File: config.mk
export PLATFORM = sky130hd
export DESIGN_NAME = alu_writeback
export DESIGN_NICKNAME = d
export VERILOG_FILES = /design/src/rtl/alu_writeback.sv
export SDC_FILE = /design/constraint.sdc
export NUM_CORES = 1
export LEC_CHECK = 0
export CAP_MARGIN = 15
export CELL_PAD_IN_SITES_DETAIL_PLACEMENT = 0
export CELL_PAD_IN_SITES_GLOBAL_PLACEMENT = 1
export CORE_ASPECT_RATIO = 2
export CORE_MARGIN = 2
export CORE_UTILIZATION = 33
export DETAILED_ROUTE_END_ITERATION = 10
export HOLD_SLACK_MARGIN = 0.08
export PLACE_DENSITY = 0.78
export RECOVER_POWER = 100
export SYNTH_ARGS = -nofsm -noshare
export SYNTH_HDL_FRONTEND = slang
export SYNTH_SLANG_ARGS = --single-unit
File: constraint.sdc
create_clock -name clk -period 1.8 [get_ports clk]
set_input_delay 0.36 -clock clk [delete_from_list [all_inputs] [get_ports clk]]
set_output_delay 0.36 -clock clk [all_outputs]
set_load 0.01 [all_outputs]
File: src/rtl/alu_writeback.sv
// Writeback stage for the 8-bit accumulator ALU: commits results to the accumulator,
// updates N/Z/C/V, and buffers register-file writes in a 2-entry in-order FIFO.
module alu_writeback #(
    parameter int unsigned WIDTH = 8,
    parameter int unsigned NREG  = 8,
    localparam int unsigned RA   = $clog2(NREG)
) (
    input  logic             clk,
    input  logic             rst_n,
    input  logic             ex_valid,
    output logic             ex_ready,
    input  logic             ex_optype,
    input  logic [3:0]       ex_op,
    input  logic [WIDTH-1:0] ex_result,
    input  logic             ex_z,
    input  logic             ex_c,
    input  logic             ex_n,
    input  logic             ex_v,
    input  logic             ex_dst,
    input  logic [RA-1:0]    ex_rd,
    output logic             rf_wr_valid,
    input  logic             rf_wr_ready,
    output logic [RA-1:0]    rf_wr_addr,
    output logic [WIDTH-1:0] rf_wr_data,
    output logic             rf_pending,
    output logic [WIDTH-1:0] acc,
    output logic [3:0]       flags,
    input  logic [2:0]       cond,
    output logic             cond_true,
    output logic [15:0]      retired
);

    logic [WIDTH-1:0] acc_q, acc_d;
    logic [3:0]       flags_q, flags_d;
    logic [15:0]      retired_q;
    logic [1:0]       count_q, count_d;
    logic             wr_ptr_q, rd_ptr_q;
    logic [RA-1:0]    fifo_addr_q [2];
    logic [WIDTH-1:0] fifo_data_q [2];

    logic accept, is_alu, is_arith, is_logic, is_cmp, writes, push, pop;
    logic res_z, res_n;

    // ex_ready gated by rst_n so nothing is accepted while reset is held
    assign ex_ready = rst_n && (count_q < 2'd2);
    assign accept   = ex_valid && ex_ready;
    assign is_alu   = !ex_optype;
    assign is_arith = (ex_op == 4'b0010) || (ex_op == 4'b0011);
    assign is_logic = (ex_op >= 4'b0100) && (ex_op <= 4'b1001);
    assign is_cmp   = (ex_op == 4'b1010);
    assign writes   = is_alu && (is_arith || is_logic);
    assign push     = accept && writes && ex_dst;
    assign pop      = rf_wr_valid && rf_wr_ready;
    assign res_z    = (ex_result == '0);
    assign res_n    = ex_result[WIDTH-1];

    always_comb begin
        acc_d   = acc_q;
        flags_d = flags_q;
        if (accept && is_alu) begin
            if (writes && !ex_dst) acc_d = ex_result;
            if (is_arith) begin
                flags_d = {res_n, res_z, ex_c, ex_v};
            end else if (is_logic) begin
                flags_d = {res_n, res_z, flags_q[1:0]};
            end else if (is_cmp) begin
                flags_d = {ex_n, ex_z, flags_q[1:0]};
            end
        end
    end

    always_comb begin
        count_d = count_q + {1'b0, push} - {1'b0, pop};
    end

    always_ff @(posedge clk or negedge rst_n) begin
        if (!rst_n) begin
            acc_q     <= '0;
            flags_q   <= '0;
            retired_q <= '0;
            count_q   <= '0;
            wr_ptr_q  <= 1'b0;
            rd_ptr_q  <= 1'b0;
        end else begin
            acc_q   <= acc_d;
            flags_q <= flags_d;
            count_q <= count_d;
            if (accept) retired_q <= retired_q + 16'd1;
            if (push)   wr_ptr_q  <= ~wr_ptr_q;
            if (pop)    rd_ptr_q  <= ~rd_ptr_q;
        end
    end

    // Storage contents are don't-care after reset, so no reset here
    always_ff @(posedge clk) begin
        if (push) begin
            fifo_addr_q[wr_ptr_q] <= ex_rd;
            fifo_data_q[wr_ptr_q] <= ex_result;
        end
    end

    assign rf_wr_valid = (count_q != 2'd0);
    assign rf_pending  = rf_wr_valid;
    assign rf_wr_addr  = fifo_addr_q[rd_ptr_q];
    assign rf_wr_data  = fifo_data_q[rd_ptr_q];
    assign acc         = acc_q;
    assign flags       = flags_q;
    assign retired     = retired_q;

    // flags = {n, z, c, v}
    always_comb begin
        cond_true = 1'b0;
        unique case (cond)
            3'b000: cond_true = 1'b1;
            3'b001: cond_true = flags_q[2];
            3'b010: cond_true = !flags_q[2];
            3'b011: cond_true = flags_q[3];
            3'b100: cond_true = !flags_q[3];
            3'b101: cond_true = flags_q[1];
            3'b110: cond_true = !flags_q[1];
            3'b111: cond_true = 1'b0;
        endcase
    end

endmodule

==> results of run 1 <==
-- logic make-up (layout without fill, tap and decap cells) --
group | Yosys count | count (layout) | share of synthesized area, %
flip-flops | 54 | 54 | 61.9
XOR/XNOR | 19 | 19 | 7.05
AO/OA/AOI/OAI | 10 | 10 | 3.02
adder cells (fa/ha/maj) | 3 | 3 | 1.59
multiplexers | 22 | 22 | 11.7
AND/OR/NAND/NOR | 51 | 51 | 12.6
buffers and inverters | 9 | 111 | 2.07
-- timing repair --
action / CTS / global route
gates resized for setup: 61 / 10
gates cloned: 1 / 0
setup buffers: 4 / 2
pin swaps: 1 / 5
endpoints found under the setup margin: 15 / 4
-- flip-flops by register name, summed over array words and instances, names as in the netlist --
name and flops:
fifo_data_q 16, retired 16, acc 8, fifo_addr_q 6
flags 4, count_q 2, rd_ptr_q 1, wr_ptr_q 1
-- per-layer routing --
layer	track usage, %	vias to the layer above	wire length [um]	part of all wire (%)
li1	-	797	-	-
met1	13.9	799	1820	35
met2	28.4	39	3100	60
met3	2.44	8	148	2.8
met4	6.93	0	123	2.4
met5	0	-	0	0
-- final cells by class --
class	count	area, um2
Tap cell	90	113
Clock buffer	5	125
Timing Repair Buffer	98	883
Sequential cell	54	1460
Multi-Input combinational cell	105	890
Inverter	5	18.8
Clock inverter	3	63.8
Fill cell	615	3380
-- placed cells by master, fill, tap and decap left out, types with 2 or more instances in the layout --
cell type,netlist,final
clkdlybuf4s50_1,0,37
dfrtp_1,32,31
edfxtp_1,22,22
buf_4,2,16
mux2_2,13,13
buf_2,0,13
nor2_1,13,12
xnor2_1,13,12
dlygate4sd3_1,0,11
nand2_1,9,9
mux2_4,8,8
nand3_1,7,6
xor2_1,6,6
dlygate4sd2_1,0,6
clkbuf_1,0,6
inv_1,5,5
clkbuf_16,0,5
nor3_2,3,3
nand4_1,3,3
buf_12,0,3
or2_2,2,2
a21oi_1,2,2
a31oi_1,2,2
and3b_1,2,2
and4_1,2,2
and3_1,2,2
nor4_1,2,2
bufinv_16,0,2
clkdlybuf4s15_1,0,2
buf_6,1,2
-- power by group through the flow --
stage | Clock (W) | Combinational [W] | Sequential [W]
floorplan | 0 | 0.000611 | 0.00177
global placement | 0 | 0.00148 | 0.00174
detailed placement | 0 | 0.00149 | 0.00174
CTS | 0.00122 | 0.00161 | 0.00172
global route | 0.00126 | 0.00178 | 0.00175
finish | 0.00119 | 0.00165 | 0.00171
-- metrics by stage --
| step | worst slack, ns | instance area [um2] |
|---|---|---|
| CTS | -0.0447 | 3530 |
| global route | -0.0372 | 3560 |
| global placement | -0.345 | 3320 |
| finish | 0.0327 | 3560 |
| detailed placement | -0.400 | 3320 |
| floorplan | 0.0191 | 2360 |
-- worst min-delay path by stage --
stage | to | slack (ns) | startpoint
4_1_cts | flags[1] | 0.09 | rst_n
5_1_grt | flags[1] | 0.14 | rst_n
3_5_place_dp | count_q[1] | 0.40 | rst_n
3_3_place_gp | count_q[0] | 0.40 | rst_n
6_report | count_q[1] | 0.10 | rst_n
2_1_floorplan | acc[0] | 0.06 | rst_n
==> metrics.yaml, run 1 <==
outcome:
  status: "finished, final reports clean"
clock_tree:
  cts_tree: "done"
  cts_num_sinks: 54
  ctsHoldBuffers: 0
  cts_root_buffer: "clkbuf_16"
  clock_path_buffers: 2
  clk_latency_ns: 0.29
  path_clk_slew_ns: 0.07
  cts_inserted_buffers: 5
  ctsHtreeMaxLevel: 2
die:
  fp.dieArea_um2: 7880
  boundaryPins: 71
  die_height_um: 124
  die_w_um: 63.8
  row_count: 43
  core_um2: 6940
  start_util_pct: 34.0
setup_path:
  rr_worst_depth: 9
  rr_startpoint: "count_q[1]"
  critical_path.top_delay_family: "adder cells"
  path_depth: 9
  endpoint: "count_q[1]"
  worstPathRequired_ns: 1.97
  crit_start: "count_q[1]"
  crit_fanout: 3
  cp-start-kind: "flip-flop"
  cp-end-kind: "flip-flop"
  r2r_end: "count_q[1]"
  crit_chain: "buf_6 > nand3b_4 > nor2_4 > nand3_2 > ha_4 > inv_1 > ha_2 > xnor2_2 > xnor2_1"
  cp.arrival_ns: 1.94
  worst-path-buf-inv: 2
  crit_type: "flip-flop to flip-flop"
  cpMaxStageDelayCell: "dfrtp_1"
  regToRegSetupSlack_ns: 0.03
  slowest_delay_ns: 0.40
synth:
  syn-mean-instance-area_um2: 14.0
  yosys.cell_types.count: 35
  yosysMostFrequentCell: "dfrtp_1"
  post-synth-top-area-cell: "dfrtp_1"
  yosysSeqAreaShare_pct: 61.9
  synth_warnings: 0
  yosys_register_bits: 54
  synth_top_cells_by_count: "dfrtp_1 (32), edfxtp_1 (22), mux2_2 (13), nor2_1 (13), xnor2_1 (13)"
  synth_top_area_share_pct: 33.9
  synth_fp_nets: 199
  async_flop_share_pct: 59.3
  synthTopCellsByArea: "dfrtp_1 (34%), edfxtp_1 (28%), mux2_2 (6.2%), mux2_4 (5.1%), xnor2_1 (4.8%)"
  syn-cell-area_um2: 2360
  syn_inst: 168
  synth_edf_count: 22
  synthFlopType: "dfrtp_1"
flow_run:
  drv_cap: 0
global_route:
  grt_pass1_vias: 1749
  grt_antenna_before_repair: 0
  grt_max_degree: 21
  overflow: 0
  grt_use_total_pct: 14.4
  grt_pass1_wl_mm: 8.56
pwr:
  total_power_w: 0.00456
  p_comb_share_pct: 36.2
  power_per_cell_area_nw_per_um2: 1280
  p_int_w: 0.00336
  p_leak_nw: 1.50
  p_switching_w: 0.00120
  share_seq_of_total_power_pct: 37.6
  clock_power_share_pct: 26.2
  ir_drop_mv: 0.966
  sw_frac_of_total_pct: 26.3
final_layout:
  num-nets-final: 300
  fin_cells: 360
  drive_gt1_share_pct: 29.3
  area_growth_pct: 50.7
  n_antenna_cell: 0
  fin_util_pct: 51.2
detailed_routing:
  avgRoutedWirePerCell_um: 14.4
  dr.pass1.iters: 4
  via_per_inst: 4.56
  post-route-drc-count: 0
  drtAntennaViolNets: 0
  postRouteWirelength_mm: 5.20
  drt_iter0_markers: 30
  vias: 1643
timing:
  hold_viol_final: 0
  slew_viol_final: 0
  setup_viol: 0
  worstMarginPinSlew_ns: 1.16
  clock.fmax_mhz: 566
  period_share_pct: 98.2
  hold_ws_ns: 0.103
  clock-skew-final_ns: 0.00460
  slew_headroom_pct: 22.8
  tns_ns: 0
  period_minus_slack_ns: 1.77
placement:
  dpl.cell_count: 345
  numPortBuffers: 70
  place_congestion: 0.784
  dpl.hpwl_mm: 3.96
min_path:
  hold_class: "primary input to async pin"
No activity file was read; power rests on OpenSTA's default activity.
==> run 2, diff against run 1 <==
--- a/config.mk
+++ b/config.mk
@@ -12,6 +12,7 @@
 export CORE_MARGIN = 2
 export CORE_UTILIZATION = 33
 export DETAILED_ROUTE_END_ITERATION = 10
+export GPL_TIMING_DRIVEN = 0
 export HOLD_SLACK_MARGIN = 0.08
 export PLACE_DENSITY = 0.78
 export RECOVER_POWER = 100
==> run 2 against run 1 <==
  * First-iteration DRC count is 77% higher
  * Sequential power is essentially flat
  * Sequential share of layout area increased by 0.61 points
  * Sequential cell count unchanged
  * Total power decreased by 2.9%
  * Critical path type is now flip-flop to output port
  * Largest power group unchanged
==> metrics.yaml, run 2 (synthesized netlist as in run 1, its figures left out) <==
pwr:
  ir_drop_mv: 0.834  # was 0.966 mV
  share_seq_of_total_power_pct: 38.7  # was 37.6%
  sw_frac_of_total_pct: 26.7  # was 26.3%
  power_per_cell_area_nw_per_um2: 1260  # was 1280 nW/um2
  p_switching_w: 0.00118  # was 0.00120 W
  p_leak_nw: 1.46  # was 1.50 nW
  p_comb_share_pct: 34.0  # was 36.2%
  p_int_w: 0.00324  # was 0.00336 W
  clock_power_share_pct: 27.3  # was 26.2%
final_layout:
  fillerInstances: 626  # was 615
  drive_gt1_share_pct: 25.1  # was 29.3%
  layout.cells.most_common: "clkdlybuf4s50_1"  # unchanged
  area_growth_pct: 48.4  # was 50.7%
  n_antenna_cell: 0  # unchanged
  design_area_um2: 3500  # was 3560 um2
  num-nets-final: 289  # was 300
  final_cell_mix: "clkdlybuf4s50_1 (37), dfrtp_1 (32), edfxtp_1 (22), mux2_2 (13), buf_4 (13)"  # was clkdlybuf4s50_1 (37), dfrtp_1 (31), edfxtp_1 (22), buf_4 (16)
  fin_cells: 349  # was 360
die:
  die_w_um: 63.8  # unchanged
  core_um2: 6940  # unchanged
  fp.dieArea_um2: 7880  # unchanged
  boundaryPins: 71  # unchanged
  row_count: 43  # unchanged
  die_height_um: 124  # unchanged
  start_util_pct: 34.0  # unchanged
detailed_routing:
  drtAntennaViolNets: 0  # unchanged
  postRouteWirelength_mm: 5.18  # was 5.20 mm
  drt_iter0_markers: 53  # was 30
  dr.pass1.iters: 4  # unchanged
  vias: 1622  # was 1643
  avgRoutedWirePerCell_um: 14.8  # was 14.4 um
  post-route-drc-count: 0  # unchanged
  via_per_inst: 4.65  # was 4.56
global_route:
  grt_max_degree: 33  # was 21
  grt_pass1_vias: 1653  # was 1749
  grt_use_total_pct: 13.9  # was 14.4%
  grt_antenna_before_repair: 0  # unchanged
  grt_pass1_wl_mm: 8.25  # was 8.56 mm
  overflow: 0  # unchanged
setup_path:
  crit_start: "rd_ptr_q"  # was count_q[1]
  worstPathRequired_ns: 1.44  # was 1.97 ns
  r2r_end: "count_q[1]"  # unchanged
  crit_type: "flip-flop to output port"  # was flip-flop to flip-flop
  cp.arrival_ns: 1.38  # was 1.94 ns
  crit_fanout: 2  # was 3
  cp-start-kind: "flip-flop"  # unchanged
  rr_worst_depth: 8  # was 9
  rr_startpoint: "count_q[1]"  # unchanged
  regToRegSetupSlack_ns: 0.07  # was 0.03 ns
  cp-end-kind: "output port"  # was flip-flop
min_path:
  hold_end: "retired[15]"
  min-delay-start: "retired[15]"
  hold_class: "flip-flop to flip-flop"  # was primary input to async pin
  worstHoldPathCells: 1
placement:
  dpl-instance-area_um2: 3170  # was 3320 um2
  numPortBuffers: 70  # unchanged
  dpl.hpwl_mm: 3.69  # was 3.96 mm
  place_congestion: 0.728  # was 0.784
  dpl.cell_count: 328  # was 345
clock_tree:
  path_clk_slew_ns: 0.06  # was 0.07 ns
  cts_tree: "done"  # unchanged
  clock_path_buffers: 2  # unchanged
  clk_latency_ns: 0.29  # about the same
  cts_inserted_buffers: 5  # unchanged
  cts_num_sinks: 54  # unchanged
  cts_root_buffer: "clkbuf_16"  # unchanged
  ctsHtreeMaxLevel: 2  # unchanged
outcome:
  status: "finished, final reports clean"  # unchanged
timing:
  rsz0062_at_grt: "true"
  clock-skew-final_ns: 0.00435  # was 0.00460 ns
  slew_headroom_pct: 42.8  # was 22.8%
  setup_viol: 0  # unchanged
  period_minus_slack_ns: 1.74  # was 1.77 ns
  slew_viol_final: 0  # unchanged
  hold_viol_final: 0  # unchanged
  period_share_pct: 96.6  # was 98.2%
  clock.fmax_mhz: 575  # was 566 MHz
  worstMarginPinSlew_ns: 0.858  # was 1.16 ns
flow_run:
  drv_cap: 0  # unchanged
==> run 2: cell count changes in the layout (fill, tap and decap cells not counted), sizes merged <==
cell           before  now
clkbuf             11    6
dlygate4sd3        11   12
buf                35   20
dlygate4sd2         6    9
clkdlybuf4s15       2    7
==> run 2: layer usage <==
metal | share of wire (%) | vias to the layer above | global-route usage, % | routed length (um)
met1 | 36 | 794 | 13.7 | 1850
met3 | 3.9 | 8 | 3.25 | 200
li1 | - | 779 | - | -
met4 | 2.2 | 0 | 6.66 | 112
met5 | 0 | - | 0 | 0
met2 | 58 | 41 | 26.6 | 3010
==> run 2: through the flow <==
stage / total power [W] / hold WS, ns / TNS (ns) / setup WS, ns / util, %
after floorplan: 0.00238 / 0.0644 / 0 / 0.0191 / -
after global placement: 0.00312 / 0.463 / -108.83 / -2.13 / 45.7
after detailed placement: 0.00315 / 0.468 / -36.31 / -1.10 / 45.6
after CTS: 0.00445 / 0.477 / 0 / 0.00935 / 50.2
after global routing: 0.00464 / 0.494 / -0.0279 / -0.0279 / 50.4
final: 0.00443 / 0.478 / 0 / 0.0605 / 50.4
==> run 2: worst max path at each step <==
stage / end / cells after the start
floorplan: fifo_addr_q[1][0] / 4
global placement: fifo_data_q[1][0] / 5
detailed placement: fifo_data_q[0][0] / 5
CTS: rf_wr_data[1] / 3
global route: count_q[1] / 8
finish: rf_wr_data[7] / 3
==> run 2: worst max-delay path, cell delays in order (launching register included) <==
cell	delay, ns
dfrtp_1	0.37
buf_4	0.13
mux2_2	0.32
dlygate4sd2_1	0.28
==> run 2: power groups by stage <==
| stage | clock network, W | registers, W | logic (W) |
|---|---|---|---|
| 2_1_floorplan | 0 | 0.00177 | 0.000611 |
| 3_3_place_gp | 0 | 0.00173 | 0.00139 |
| 3_5_place_dp | 0 | 0.00174 | 0.00140 |
| 4_1_cts | 0.00123 | 0.00172 | 0.00150 |
| 5_1_grt | 0.00127 | 0.00175 | 0.00162 |
| 6_report | 0.00121 | 0.00172 | 0.00150 |
==> run 2: layout make-up <==
type | count | area [um2] | area share (%)
Buffer | 4 | 37.5 | 1.07
Clock buffer | 5 | 125 | 3.57
Clock inverter | 3 | 63.8 | 1.82
Inverter | 5 | 18.8 | 0.536
Multi-Input combinational cell | 105 | 911 | 26.0
Sequential cell | 54 | 1460 | 41.7
Tap cell | 90 | 113 | 3.22
Timing Repair Buffer | 83 | 771 | 22.0
==> run 2: what timing repair did <==
action,in CTS,in global routing
setup endpoints to repair,50,20
hold buffers,2,0
pin swaps,5,3
resized for setup,48,12
endpoints found under the hold margin,32,0
buffers inserted,9,2
